### config.mk
export PLATFORM = sky130hd
export DESIGN_NAME = xrisc_mc_controller
export DESIGN_NICKNAME = d
export VERILOG_FILES = /design/src/rtl/xrisc_mc_controller.sv
export SDC_FILE = /design/constraint.sdc
export NUM_CORES = 1
export LEC_CHECK = 0
export CAP_MARGIN = 25
export CORE_ASPECT_RATIO = 1.2
export CORE_UTILIZATION = 49
export DETAILED_ROUTE_END_ITERATION = 7
export HOLD_SLACK_MARGIN = 0.1
export PLACE_DENSITY = 0.85
export SYNTH_ARGS = -nofsm -noshare
export SYNTH_HDL_FRONTEND = slang
export SYNTH_SLANG_ARGS = --single-unit
### constraint.sdc
create_clock -name clk -period 3.7 [get_ports clk]
set_clock_uncertainty 0.05 [all_clocks]
set_input_delay 0.925 -clock clk [delete_from_list [all_inputs] [get_ports clk]]
set_output_delay 0.925 -clock clk [all_outputs]
set_load 0.1 [all_outputs]
### src/rtl/xrisc_mc_controller.sv
// ---------------------------------------------------------------------------
// xrisc_mc_controller
//   Main control FSM for the multicycle XRISC core (lw, sw, R-type, I-type ALU,
//   beq, jal). One state per cycle; drives every datapath select and write
//   strobe, stalls on a memory ready handshake and counts retired instructions.
//
// Parameters
//   HAS_WAIT : 1 = FETCH/MEMREAD/MEMWRITE wait for mem_ready, 0 = never wait
//   CNT_W    : width of the instret counter
//
// Ports
//   clk, reset            clock, asynchronous active-high reset
//   op/funct3/funct7b5    instruction fields from the IR
//   zero                  ALU zero flag (branch decision)
//   mem_ready             memory completes the current access this cycle
//   PCWrite, IRWrite,
//   MemWrite, RegWrite    write strobes (forced 0 while reset is high)
//   AdrSrc, ResultSrc,
//   ALUSrcA, ALUSrcB      datapath selects
//   ImmSrc                immediate format, decoded from op alone
//   ALUControl            ALU operation
//   illegal               one-cycle pulse in DECODE for an unsupported op
//   state_o               current state (debug)
//   instret               retired-instruction count (wraps)
//
// Memory handshake: an access is presented in FETCH, MEMREAD or MEMWRITE and
// completes in the cycle where mem_ready=1. Until then the state and all
// selects hold; IRWrite/PCWrite stay low so nothing commits early, while
// MemWrite remains asserted for the whole access.
// ---------------------------------------------------------------------------
module xrisc_mc_controller #(
  parameter int HAS_WAIT = 1,
  parameter int CNT_W    = 32
) (
  input  logic             clk,
  input  logic             reset,
  input  logic [6:0]       op,
  input  logic [2:0]       funct3,
  input  logic             funct7b5,
  input  logic             zero,
  input  logic             mem_ready,
  output logic             PCWrite,
  output logic             AdrSrc,
  output logic             MemWrite,
  output logic             IRWrite,
  output logic             RegWrite,
  output logic [1:0]       ResultSrc,
  output logic [1:0]       ALUSrcA,
  output logic [1:0]       ALUSrcB,
  output logic [1:0]       ImmSrc,
  output logic [2:0]       ALUControl,
  output logic             illegal,
  output logic [3:0]       state_o,
  output logic [CNT_W-1:0] instret
);

  typedef enum logic [3:0] {
    S_FETCH    = 4'd0,
    S_DECODE   = 4'd1,
    S_MEMADR   = 4'd2,
    S_MEMREAD  = 4'd3,
    S_MEMWB    = 4'd4,
    S_MEMWRITE = 4'd5,
    S_EXECR    = 4'd6,
    S_ALUWB    = 4'd7,
    S_EXECI    = 4'd8,
    S_JAL      = 4'd9,
    S_BEQ      = 4'd10
  } state_t;

  state_t      state, state_next;
  logic        stall;
  logic        pc_update, branch, ir_en, mem_wr, reg_wr, illegal_d;
  logic [1:0]  alu_op;

  always_ff @(posedge clk or posedge reset) begin
    if (reset) state <= S_FETCH;
    else       state <= state_next;
  end

  always_comb begin
    state_next = S_FETCH;
    pc_update  = 1'b0;
    branch     = 1'b0;
    ir_en      = 1'b0;
    mem_wr     = 1'b0;
    reg_wr     = 1'b0;
    illegal_d  = 1'b0;
    alu_op     = 2'b00;
    AdrSrc     = 1'b0;
    ResultSrc  = 2'b00;
    ALUSrcA    = 2'b00;
    ALUSrcB    = 2'b00;
    stall      = (HAS_WAIT != 0) && !mem_ready &&
                 (state == S_FETCH || state == S_MEMREAD || state == S_MEMWRITE);
    case (state)
      S_FETCH: begin
        ir_en = 1'b1; ALUSrcB = 2'b10; ResultSrc = 2'b10; pc_update = 1'b1;
        state_next = S_DECODE;
      end
      S_DECODE: begin
        ALUSrcA = 2'b01; ALUSrcB = 2'b01;
        case (op)
          7'b0000011, 7'b0100011: state_next = S_MEMADR;
          7'b0110011:             state_next = S_EXECR;
          7'b0010011:             state_next = S_EXECI;
          7'b1101111:             state_next = S_JAL;
          7'b1100011:             state_next = S_BEQ;
          default: begin
            illegal_d  = 1'b1;
            state_next = S_FETCH;
          end
        endcase
      end
      S_MEMADR: begin
        ALUSrcA = 2'b10; ALUSrcB = 2'b01;
        state_next = op[5] ? S_MEMWRITE : S_MEMREAD;
      end
      S_MEMREAD: begin
        AdrSrc = 1'b1; state_next = S_MEMWB;
      end
      S_MEMWB: begin
        ResultSrc = 2'b01; reg_wr = 1'b1; state_next = S_FETCH;
      end
      S_MEMWRITE: begin
        AdrSrc = 1'b1; mem_wr = 1'b1; state_next = S_FETCH;
      end
      S_EXECR: begin
        ALUSrcA = 2'b10; alu_op = 2'b10; state_next = S_ALUWB;
      end
      S_EXECI: begin
        ALUSrcA = 2'b10; ALUSrcB = 2'b01; alu_op = 2'b10; state_next = S_ALUWB;
      end
      S_ALUWB: begin
        reg_wr = 1'b1; state_next = S_FETCH;
      end
      S_JAL: begin
        ALUSrcA = 2'b01; ALUSrcB = 2'b10; pc_update = 1'b1; state_next = S_ALUWB;
      end
      S_BEQ: begin
        ALUSrcA = 2'b10; alu_op = 2'b01; branch = 1'b1; state_next = S_FETCH;
      end
      default: state_next = S_FETCH;  // codes 11-15: recover, no strobes
    endcase
    // A held access keeps its selects but must not commit PC/IR early.
    if (stall) begin
      state_next = state;
      ir_en      = 1'b0;
      pc_update  = 1'b0;
    end
  end

  assign PCWrite  = !reset && (pc_update || (branch && zero));
  assign IRWrite  = !reset && ir_en;
  assign MemWrite = !reset && mem_wr;
  assign RegWrite = !reset && reg_wr;
  assign illegal  = !reset && illegal_d;
  assign state_o  = state;

  // Immediate format depends only on the opcode.
  always_comb begin
    case (op)
      7'b0100011: ImmSrc = 2'b01;
      7'b1100011: ImmSrc = 2'b10;
      7'b1101111: ImmSrc = 2'b11;
      default:    ImmSrc = 2'b00;
    endcase
  end

  // ALU decoder. Subtract needs both op[5] (R-type) and funct7b5, so addi
  // with instr[30] set still adds.
  always_comb begin
    ALUControl = 3'b000;
    case (alu_op)
      2'b01: ALUControl = 3'b001;
      2'b10: begin
        case (funct3)
          3'b000:  ALUControl = (op[5] && funct7b5) ? 3'b001 : 3'b000;
          3'b010:  ALUControl = 3'b101;
          3'b110:  ALUControl = 3'b011;
          3'b111:  ALUControl = 3'b010;
          default: ALUControl = 3'b000;
        endcase
      end
      default: ALUControl = 3'b000;
    endcase
  end

  // Retire on the edge leaving the last state of each legal instruction.
  always_ff @(posedge clk or posedge reset) begin
    if (reset) begin
      instret <= '0;
    end else if (!stall && (state == S_MEMWB || state == S_MEMWRITE ||
                            state == S_ALUWB || state == S_BEQ)) begin
      instret <= instret + {{(CNT_W-1){1'b0}}, 1'b1};
    end
  end

endmodule
# Word-level counts from Yosys, hierarchy flattened
# Cells that the tools add are included.
[word_totals]
regBits = 36
input_bits = 15
wordCells = 75
[classes]
add_sub_neg = 1
n_eq_ne = 21
muxes = 21
reduce_logical = 30
[ops]
columns = ["cell", "count"]
rows = [
  ["4-bit one-hot mux with 5 select lines", 2],
  ["32-bit by 1-bit adder with 32-bit output, second input constant", 1],
  ["4-bit by 3-bit equality test with 1-bit output, second input constant", 4],
  ["2-bit one-hot mux with 2 select lines", 4],
  ["7-bit by 6-bit equality test with 1-bit output, second input constant", 2],
  ["7-bit equality test, second input constant", 2],
  ["4-bit equality test, second input constant", 3],
  ["3-bit one-hot mux with 4 select lines", 1],
  ["2-bit OR reduction", 6],
  ["1-bit 2-to-1 mux", 11],
  ["1-bit logical AND", 9],
  ["4-bit by 2-bit equality test with 1-bit output, second input constant", 2],
  ["7-bit by 2-bit equality test with 1-bit output, second input constant", 1],
  ["7-bit by 5-bit equality test with 1-bit output, second input constant", 1],
  ["3-bit equality test, second input constant", 2],
  ["1-bit logical OR", 6],
  ["2-bit one-hot mux with 3 select lines", 1],
  ["3-bit one-hot mux with 2 select lines", 1],
  ["3-bit OR reduction", 2],
  ["6-bit OR reduction", 1],
  ["4-bit by 1-bit equality test with 1-bit output, second input constant", 1],
  ["4-bit logical NOT", 1],
  ["4-bit OR reduction", 1],
  ["3-bit by 2-bit equality test with 1-bit output, second input constant", 1],
  ["other kinds (5)", 7],
]

# Logic depth before layout (Yosys ltp)
# Gate-level depths: netlist of the first run.
[depth]
depth_word = 7
mapped_depth = 9

# Worst setup path after synthesis of the first run
# OpenSTA, ideal clock, no wires.
[synth_timing]
kind = "register to output"
startpoint = "register state[1], in the netlist state_o[1]"
endpoint = "output port PCWrite"
arrival_ps = 6069
required_time_ps = 2725
path_slack_ps = -3344
path_stages_with_launch = 5
cell_sequence = "dfrtp_1 > clkbuf_1 > nor2_1 > a211oi_1 > a2111oi_0"
[synth_between]
elab_chain_len = 7
[synth_rtl]
columns = ["element", "line_no", "text"]
rows = [
  ["from (decl)", "71", "state_t state, state_next;"],
  ["from (signal assigned)", "78", "else state <= state_next;"],
  ["4-bit by 2-bit equality test with 1-bit output or 4-bit logical NOT (tied branches)", "95, 96", ""],
  ["1-bit logical OR (2 in series)", "95", "(state == S_FETCH || state == S_MEMREAD || state == S_MEMWRITE);"],
  ["1-bit logical AND", "94", "stall = (HAS_WAIT != 0) && !mem_ready &&"],
  ["1-bit 2-to-1 mux", "146", "if (stall) begin"],
  ["1-bit logical OR *", "153", "assign PCWrite = !reset && (pc_update || (branch && zero));"],
  ["1-bit logical AND *", "153", ""],
  ["to (decl)", "42", "output logic PCWrite,"],
]
# Mark *: on every way between the ends. The rest lies on a longest branch, timed or not.

# Worst setup path after layout of the first run
[layout_timing]
startpoint = "input port mem_ready"
endpoint = "output port PCWrite"
[layout_between]
elab_chain_len = 5
[layout_rtl]
columns = ["element", "line_no", "text"]
rows = [
  ["from (decl)", "41", "input logic mem_ready,"],
  ["1-bit logical NOT", "94", ""],
  ["1-bit logical AND", "94", ""],
  ["1-bit 2-to-1 mux", "146", ""],
  ["1-bit logical OR", "153", ""],
  ["1-bit logical AND", "153", ""],
]
# Every way passes these cells.

==> metrics.md, run 1 <==
| Metric | Value |
|---|---|
| Synth area leaders | dfrtp_1 44%, xnor2_1 11%, nand2_1 3.9% |
| Length of the first detailed-routing pass in iterations | 4 |
| Die Outline Area | 4410 sq um |
| HPWL reported at the end of detailed placement | between 3 and 4 mm |
| Routability congestion estimate from global placement | 0.781 |
| Kind of path behind the tightest hold check | reg -> reg |
| Worst slew margin relative to its limit | 0.353 |
| CP startpoint kind | input pin |
| Number of different library cells in the post-synthesis netlist | 41 |
| Gr usage total | 0.246 |
| Final critical-path required period | between 3 and 4 ns |
| Ratio of cells with drive above 1 in the final layout | 0.289 |
| Final setup slack of the worst path | 0.279 ns |
| Max Clk Rate | 292 MHz |
| Via count of the first global-routing pass | about 1,800 |
| Worst-case register-to-register setup slack | 1.49 ns |
| Iteration-0 DRC count of the detailed router | 130 |
| Area inside the core boundary | around 3900 sq um |
| Critical path buffer and inverter count | 2 |
| CTS tree | yes |
| Summed instance area of the synthesized netlist | ~2000 sq um |
| Remaining global-route overflow | 0 |
| Critical-path cell with the highest stage delay | clkdlybuf4s50_1 |
| Die extent in y | 72.5 microns |
| Count of flip-flops with a built-in enable after synthesis | 0 |
| Critical path cell sequence | clkdlybuf4s50_1 > a211oi_1 > a2111oi_2 > buf_12 |
| Clock Tree Root | clkbuf_8 |
| VDD IR max | 0.385 mV |
| RSZ-0062 raised after global routing | no |
| Inserted Clock Buffers | 5 |
| Antenna diode count | 0 |
| DR WL/cell | 14.2 microns |
| Quantity of I/O buffers inserted on ports | 67 |
| Kind of cell adding the most delay to the critical path | buffers and inverters |
| Post-CTS setup-driven buffer insertion count | 0 |
| Number of clock sinks | 36 |
| Hold_buf cts | 0 |
| Overall routed net length | approximately 4.8 mm |
| Count of antenna-violating nets left after detailed routing | 0 |
| CP required | 2.72 ns |
| Post-CTS resize count | 0 |
| Final clock period utilization by the worst path | 0.925 |
| Total setup violations reported at the end of the flow | 0 |
| Most used flip-flop cell after synthesis | dfrtp_1 |
| Critical path endpoint category | output pin |
| Maximum clock path buffer count | 2 |
| Arrival time of the worst setup path | roughly 2.5 ns |
| Number of nets at the end of the flow | 304 |
| Pin slew with the least headroom to its limit | around 0.97 ns |
| Final Hold Vio Count | 0 |
| Detailed-route via count | 1,838 |
| Post-route DRC | 0 |
| Maximum fanout along the worst path | 7 |
| Top-level I/O count | between 60 and 70 |
| Post-synthesis net count | 235 |
| Largest net degree at the start of global routing | 37 |
| Hold WS | approximately 0.42 ns |
| Insertion delay to the later sink of the worst-skew pair | around 0.29 ns |
| Number of pins with negative max-slew slack in the final report | 0 |
| Number of H-tree levels | 2 |
| Critical setup path kind | in -> out |
| Cell Rows | 25 |
| Result of the run | finished, final reports clean |
| Ratio of total power to cell area | 472 nW/um^2 |
| Width of the die | 60.8 microns |
| Critical path's largest stage delay | ~0.58 ns |
| Number of antenna violations at the first check in global routing | 0 |
| Worst slack at placement | 0.316 ns |
| Synthesis warning total | 0 |
| Detailed-route vias per instance | 5.39 |
| Number of synthesized register bits | 36 |
| Post-synthesis async set-or-reset flop share | 1.00 |
| Cells after synthesis | 217 |
| Area share of the largest cell type after synthesis | 0.443 |
| Top cells by count, synth | 36 x dfrtp_1, 25 x xnor2_1, 21 x nand2_1 |
| Cell accounting for the most synthesized area | dfrtp_1 |
| Max Cap Viol | 0 |
| Layout overhead on the synthesized area | 44.8% |
| Clock slew at the register clock pins of the worst setup and hold paths | 0.07 ns |
| First-pass GRT wire length | 8.01 mm |
| Post-synthesis area per instance | between 9 and 10 sq um |
| Number of fill cells | 307 |
| Initial core utilization | 0.516 |
| Leakage dissipation | 1.25 nW |
| Cell with the most instances after synthesis | dfrtp_1 |
| Portion of the post-synthesis area used by sequential elements | 0.443 |
-- sequential cells by signal (all words and copies together) (netlist names) --
signal   count
instret     32
state_o      4
-- power breakdown --
group | switching [mW] | internal [mW] | total [mW]
combinational | 0.444 | 0.140 | 0.584
sequential | 0.0512 | 0.418 | 0.469
clock | 0.137 | 0.200 | 0.337
total | 0.632 | 0.757 | 1.39
-- metal layers --
| metal | vias up | track usage | routed length (microns) | share of wire |
|---|---|---|---|---|
| met5 | - | 0 | 0 | 0 |
| met4 | 0 | 0.106 | 94 | 0.019 |
| met3 | 9 | 0.0588 | 261 | 0.054 |
| met2 | 60 | 0.410 | 2490 | 0.51 |
| met1 | 871 | 0.298 | 2000 | 0.41 |
| li1 | 898 | - | - | - |
-- worst paths after layout --
| check | from | end | cells after the start |
|---|---|---|---|
| setup reg to reg | state_o[0] | instret[6] | 5 |
| setup / recovery | mem_ready | PCWrite | 4 |
| hold reg to reg | instret[31] | instret[31] | 1 |
| min in group asynchronous | reset | state_o[1] | 3 |
| max in group asynchronous | reset | state_o[2] | 3 |
| hold / removal | instret[31] | instret[31] | 1 |
-- worst register-to-register path, stage by stage (launching register included) --
cell	delay, ns
dfrtp_2	0.54
or2_2	0.41
a21oi_1	0.29
nor2_1	0.16
or3_2	0.51
xnor2_1	0.14
-- stage by stage --
| step | cells | util | instance area [sq um] | setup TNS [ns] | total power, mW |
|---|---|---|---|---|---|
| finish | 341 | 0.747 | 2940 | 0 | 1.39 |
| global route | 341 | 0.747 | 2940 | 0 | 1.44 |
| CTS | 341 | 0.747 | 2940 | 0 | 1.40 |
| detailed placement | 333 | 0.719 | 2840 | 0 | 1.06 |
| global placement | 333 | 0.719 | 2840 | 0 | 1.05 |
| floorplan | 217 | - | 2110 | -0.436 | 0.917 |
-- cell usage in the layout (no fill, tap or decap), drive strengths merged, types with 9 or more instances in the layout --
cell type	instances
buf	51
nand2	21
clkdlybuf4s50	17
nand3	15
xnor2	25
nor2	19
dfrtp	36
a21oi	9
and3	9
-- cell families (layout without fill, tap and decap cells) --
| logic type | count (synthesis) | after routing | synth area share |
|---|---|---|---|
| adders and majority gates | 4 | 4 | 0.0234 |
| and+or+nand+nor | 97 | 97 | 0.249 |
| DFF | 36 | 36 | 0.443 |
| AOI/OAI and AO/OA | 33 | 33 | 0.115 |
| xor gates and xnor gates | 32 | 32 | 0.138 |
| buffers and inverters | 14 | 84 | 0.0265 |
| muxes | 1 | 1 | 0.00554 |
-- final cells by class --
| type | instances | area, sq um | area share |
|---|---|---|---|
| clock inverter | 2 | 35.0 | 0.0119 |
| multi-input combinational | 167 | 1150 | 0.392 |
| sequential | 36 | 906 | 0.308 |
| timing repair buffer | 68 | 678 | 0.230 |
| inverter | 8 | 30.0 | 0.0102 |
| tap | 54 | 67.6 | 0.0230 |
| clock buffer | 6 | 72.6 | 0.0247 |
Note: power is estimated with default switching activity, not from simulation.
==> run 2, diff against run 1 <==
--- a/config.mk
+++ b/config.mk
@@ -5,12 +5,14 @@
 export SDC_FILE = /design/constraint.sdc
 export NUM_CORES = 1
 export LEC_CHECK = 0
+export ABC_CLOCK_PERIOD_IN_PS = 3700
 export CAP_MARGIN = 25
 export CORE_ASPECT_RATIO = 1.2
 export CORE_UTILIZATION = 49
 export DETAILED_ROUTE_END_ITERATION = 7
 export HOLD_SLACK_MARGIN = 0.1
 export PLACE_DENSITY = 0.85
+export SETUP_SLACK_MARGIN = 0.3
 export SYNTH_ARGS = -nofsm -noshare
 export SYNTH_HDL_FRONTEND = slang
 export SYNTH_SLANG_ARGS = --single-unit
==> run 2 against run 1 <==
Fmax rose by 3.3%. Sequential cell count unchanged. Via count increased by 1.7%. Sequential share of layout area fell by 0.45 points. Die area stayed put. Clock power up 10%. Utilization up 1.9 points. Critical endpoint unchanged. Largest power group unchanged. Highest routed layer unchanged.
==> metrics.md, run 2 (same netlist as run 1, synthesis figures left out) <==
| Metric | Value |
|---|---|
| DR WL/cell | 14.4 microns (+1.5%) |
| Number of nets at the end of the flow | 304 (unchanged) |
| Critical setup path kind | in -> out |
| Iteration-0 DRC count of the detailed router | 106 (-18%) |
| Final critical-path required period | 3.31 ns (-0.111 ns) |
| Width of the die | 60.8 microns (unchanged) |
| First-pass GRT wire length | 7.96 mm (-0.60%) |
| Cell area after placement | 2890 sq um (+1.9%) |
| Fin cells | 341 (unchanged) |
| Final clock period utilization by the worst path | 0.895 (-0.0299) |
| CP startpoint kind | input pin |
| Final sum of negative setup slack | 0 ns (unchanged) |
| CTS tree | yes |
| Number of clock sinks | 36 (unchanged) |
| Commonest non-fill, non-tap cell in the layout | buf_4 |
| Number of fill cells | 279 (-9.1%) |
| Max Cap Viol | 0 (unchanged) |
| Layout overhead on the synthesized area | 48.6% |
| Critical path cell sequence | clkdlybuf4s50_1 > a211oi_1 > a2111oi_4 > buf_12 |
| Detailed-route vias per instance | 5.48 (+1.7%) |
| Length of the first detailed-routing pass in iterations | 4 (unchanged) |
| Max Clk Rate | 302 MHz (+3.3%) |
| Number of pins with negative max-slew slack in the final report | 0 (unchanged) |
| Area inside the core boundary | 3940 sq um (unchanged) |
| Area occupied by multi-input gates | 1200 sq um (+4.1%) |
| Remaining global-route overflow | 0 (unchanged) |
| Quantity of I/O buffers inserted on ports | 67 (unchanged) |
| Number of antenna violations at the first check in global routing | 0 (unchanged) |
| Leakage dissipation | 1.27 nW (+1.1%) |
| Worst reg2reg path endpoint | instret[16] |
| Routability congestion estimate from global placement | 0.843 (+8.0%) |
| Count of placed standard cells including taps | 333 (unchanged) |
| Commonest cells after routing, fill and taps aside | 41 x buf_4, 32 x dfrtp_1, 25 x xnor2_1 |
| Overall routed net length | 4.91 mm (+1.5%) |
| Count of antenna-violating nets left after detailed routing | 0 (unchanged) |
| Result of the run | finished, final reports clean |
| Number of H-tree levels | 2 (unchanged) |
| Insertion delay to the later sink of the worst-skew pair | 0.29 ns (about the same) |
| Post-route DRC | 0 (unchanged) |
| Power Total | 1.44 mW (+3.8%) |
| Clock Tree Root | clkbuf_8 |
| HPWL reported at the end of detailed placement | 3.68 mm (+0.78%) |
| Total setup violations reported at the end of the flow | 0 (unchanged) |
| Critical-path cell with the highest stage delay | clkdlybuf4s50_1 |
| Top-level I/O count | 68 (unchanged) |
| Die extent in y | 72.5 microns (unchanged) |
| Critical path's largest stage delay | 0.60 ns (+0.02 ns) |
| VDD IR max | 0.545 mV (+42%) |
| RSZ-0062 raised after global routing | no |
| Flip-flop count of the largest register, all copies and words added | 32 (unchanged) |
| Worst Reg-to-Reg Cells | 5 (unchanged) |
| Critical R2R Launch | state_o[3] |
| CP required | 2.72 ns (about the same) |
| Initial core utilization | 0.516 (unchanged) |
| Die Outline Area | 4410 sq um (unchanged) |
| Final Hold Vio Count | 0 (unchanged) |
| Pin slew with the least headroom to its limit | 0.973 ns (+0.00545 ns) |
| Kind of path behind the tightest hold check | reg -> reg |
| Antenna diode count | 0 (unchanged) |
| Detailed-route via count | 1,869 (+1.7%) |
| Ratio of cells with drive above 1 in the final layout | 0.310 (+0.0209) |
| Clock slew at the register clock pins of the worst setup and hold paths | 0.07 ns (about the same) |
| Cell Rows | 25 (unchanged) |
| Maximum clock path buffer count | 2 (unchanged) |
| Maximum fanout along the worst path | 7 (unchanged) |
| Storage cell area | 916 sq um (+1.1%) |
| Ratio of total power to cell area | 478 nW/um^2 (+1.1%) |
| Inserted Clock Buffers | 5 (unchanged) |
| Arrival time of the worst setup path | 2.34 ns (-0.11 ns) |
| Worst slew margin relative to its limit | 0.349 (-0.00364) |
| Final design instance area without fill | 3020 sq um (+2.6%) |
| Critical path endpoint category | output pin |
| Hold WS | 0.427 ns (+0.0110 ns) |
| Via count of the first global-routing pass | 1,792 (+1.8%) |
| Post-CTS setup-driven buffer insertion count | 0 (unchanged) |
| Largest net degree at the start of global routing | 37 (unchanged) |
| Worst-case register-to-register setup slack | 1.55 ns (+0.06 ns) |
| Endpoint with the worst hold slack | instret[31] |
| Register with the most flip-flops | instret |
| Startpoint of the tightest hold check path | instret[31] |
| Number of cells on the worst hold path | 1 (unchanged) |
| Gr usage total | 0.238 (-0.00742) |
run 2: cell types whose count changed in the layout (fill, tap and decap cells not counted), moves of 2 or more:
cell	before	now
nor2_1	18	16
clkbuf_8	5	7
dfrtp_4	0	4
dfrtp_2	4	0
run 2: how the worst max path moves through the flow:
stage	slack, ns	cells past startpoint	end	startpoint
6_report	0.39	4	PCWrite	mem_ready
5_1_grt	0.32	7	ALUControl[0]	funct3[2]
4_1_cts	0.38	7	ALUControl[0]	funct3[2]
3_5_place_dp	0.39	7	ALUControl[0]	funct3[2]
3_3_place_gp	0.49	4	PCWrite	mem_ready
2_1_floorplan	0.28	6	ALUControl[1]	state_o[2]
run 2: cell type report:
type	count	share of cell area
sequential	36	0.303
inverter	8	0.00995
multi-input combinational	167	0.398
clock inverter	1	0.00995
timing repair buffer	68	0.225
clock buffer	7	0.0319
tap	54	0.0224
run 2: routing by layer:
layer / up-vias / GRT usage / wire length (microns)
met5: - / 0 / 0
met4: 0 / 0.0808 / 88
met1: 897 / 0.288 / 2020
met3: 11 / 0.0410 / 270
li1: 895 / - / -
met2: 66 / 0.421 / 2540
run 2: worst max-delay path: cells and delay by family:
family / cells / cell delay (ns)
buf+inv: 2 / 0.82
compound gates: 2 / 0.58
run 2: stage by stage:
step | util | setup slack [ns]
finish | 0.766 | 0.390
floorplan | - | 0.281
detailed placement | 0.733 | 0.387
global route | 0.766 | 0.320
CTS | 0.765 | 0.379
global placement | 0.733 | 0.485
run 2: power by group:
group	switching (mW)	leakage [nW]	total [mW]	internal, mW
registers	0.0556	0.472	0.476	0.420
logic	0.448	0.732	0.595	0.147
clock network	0.134	0.0645	0.371	0.238
total	0.637	1.27	1.44	0.805
run 2: repair_timing:
item | in CTS | in global routing
gates resized for setup | 0 | 1
hold buffers | 0 | 0
setup endpoints to repair | 0 | 1
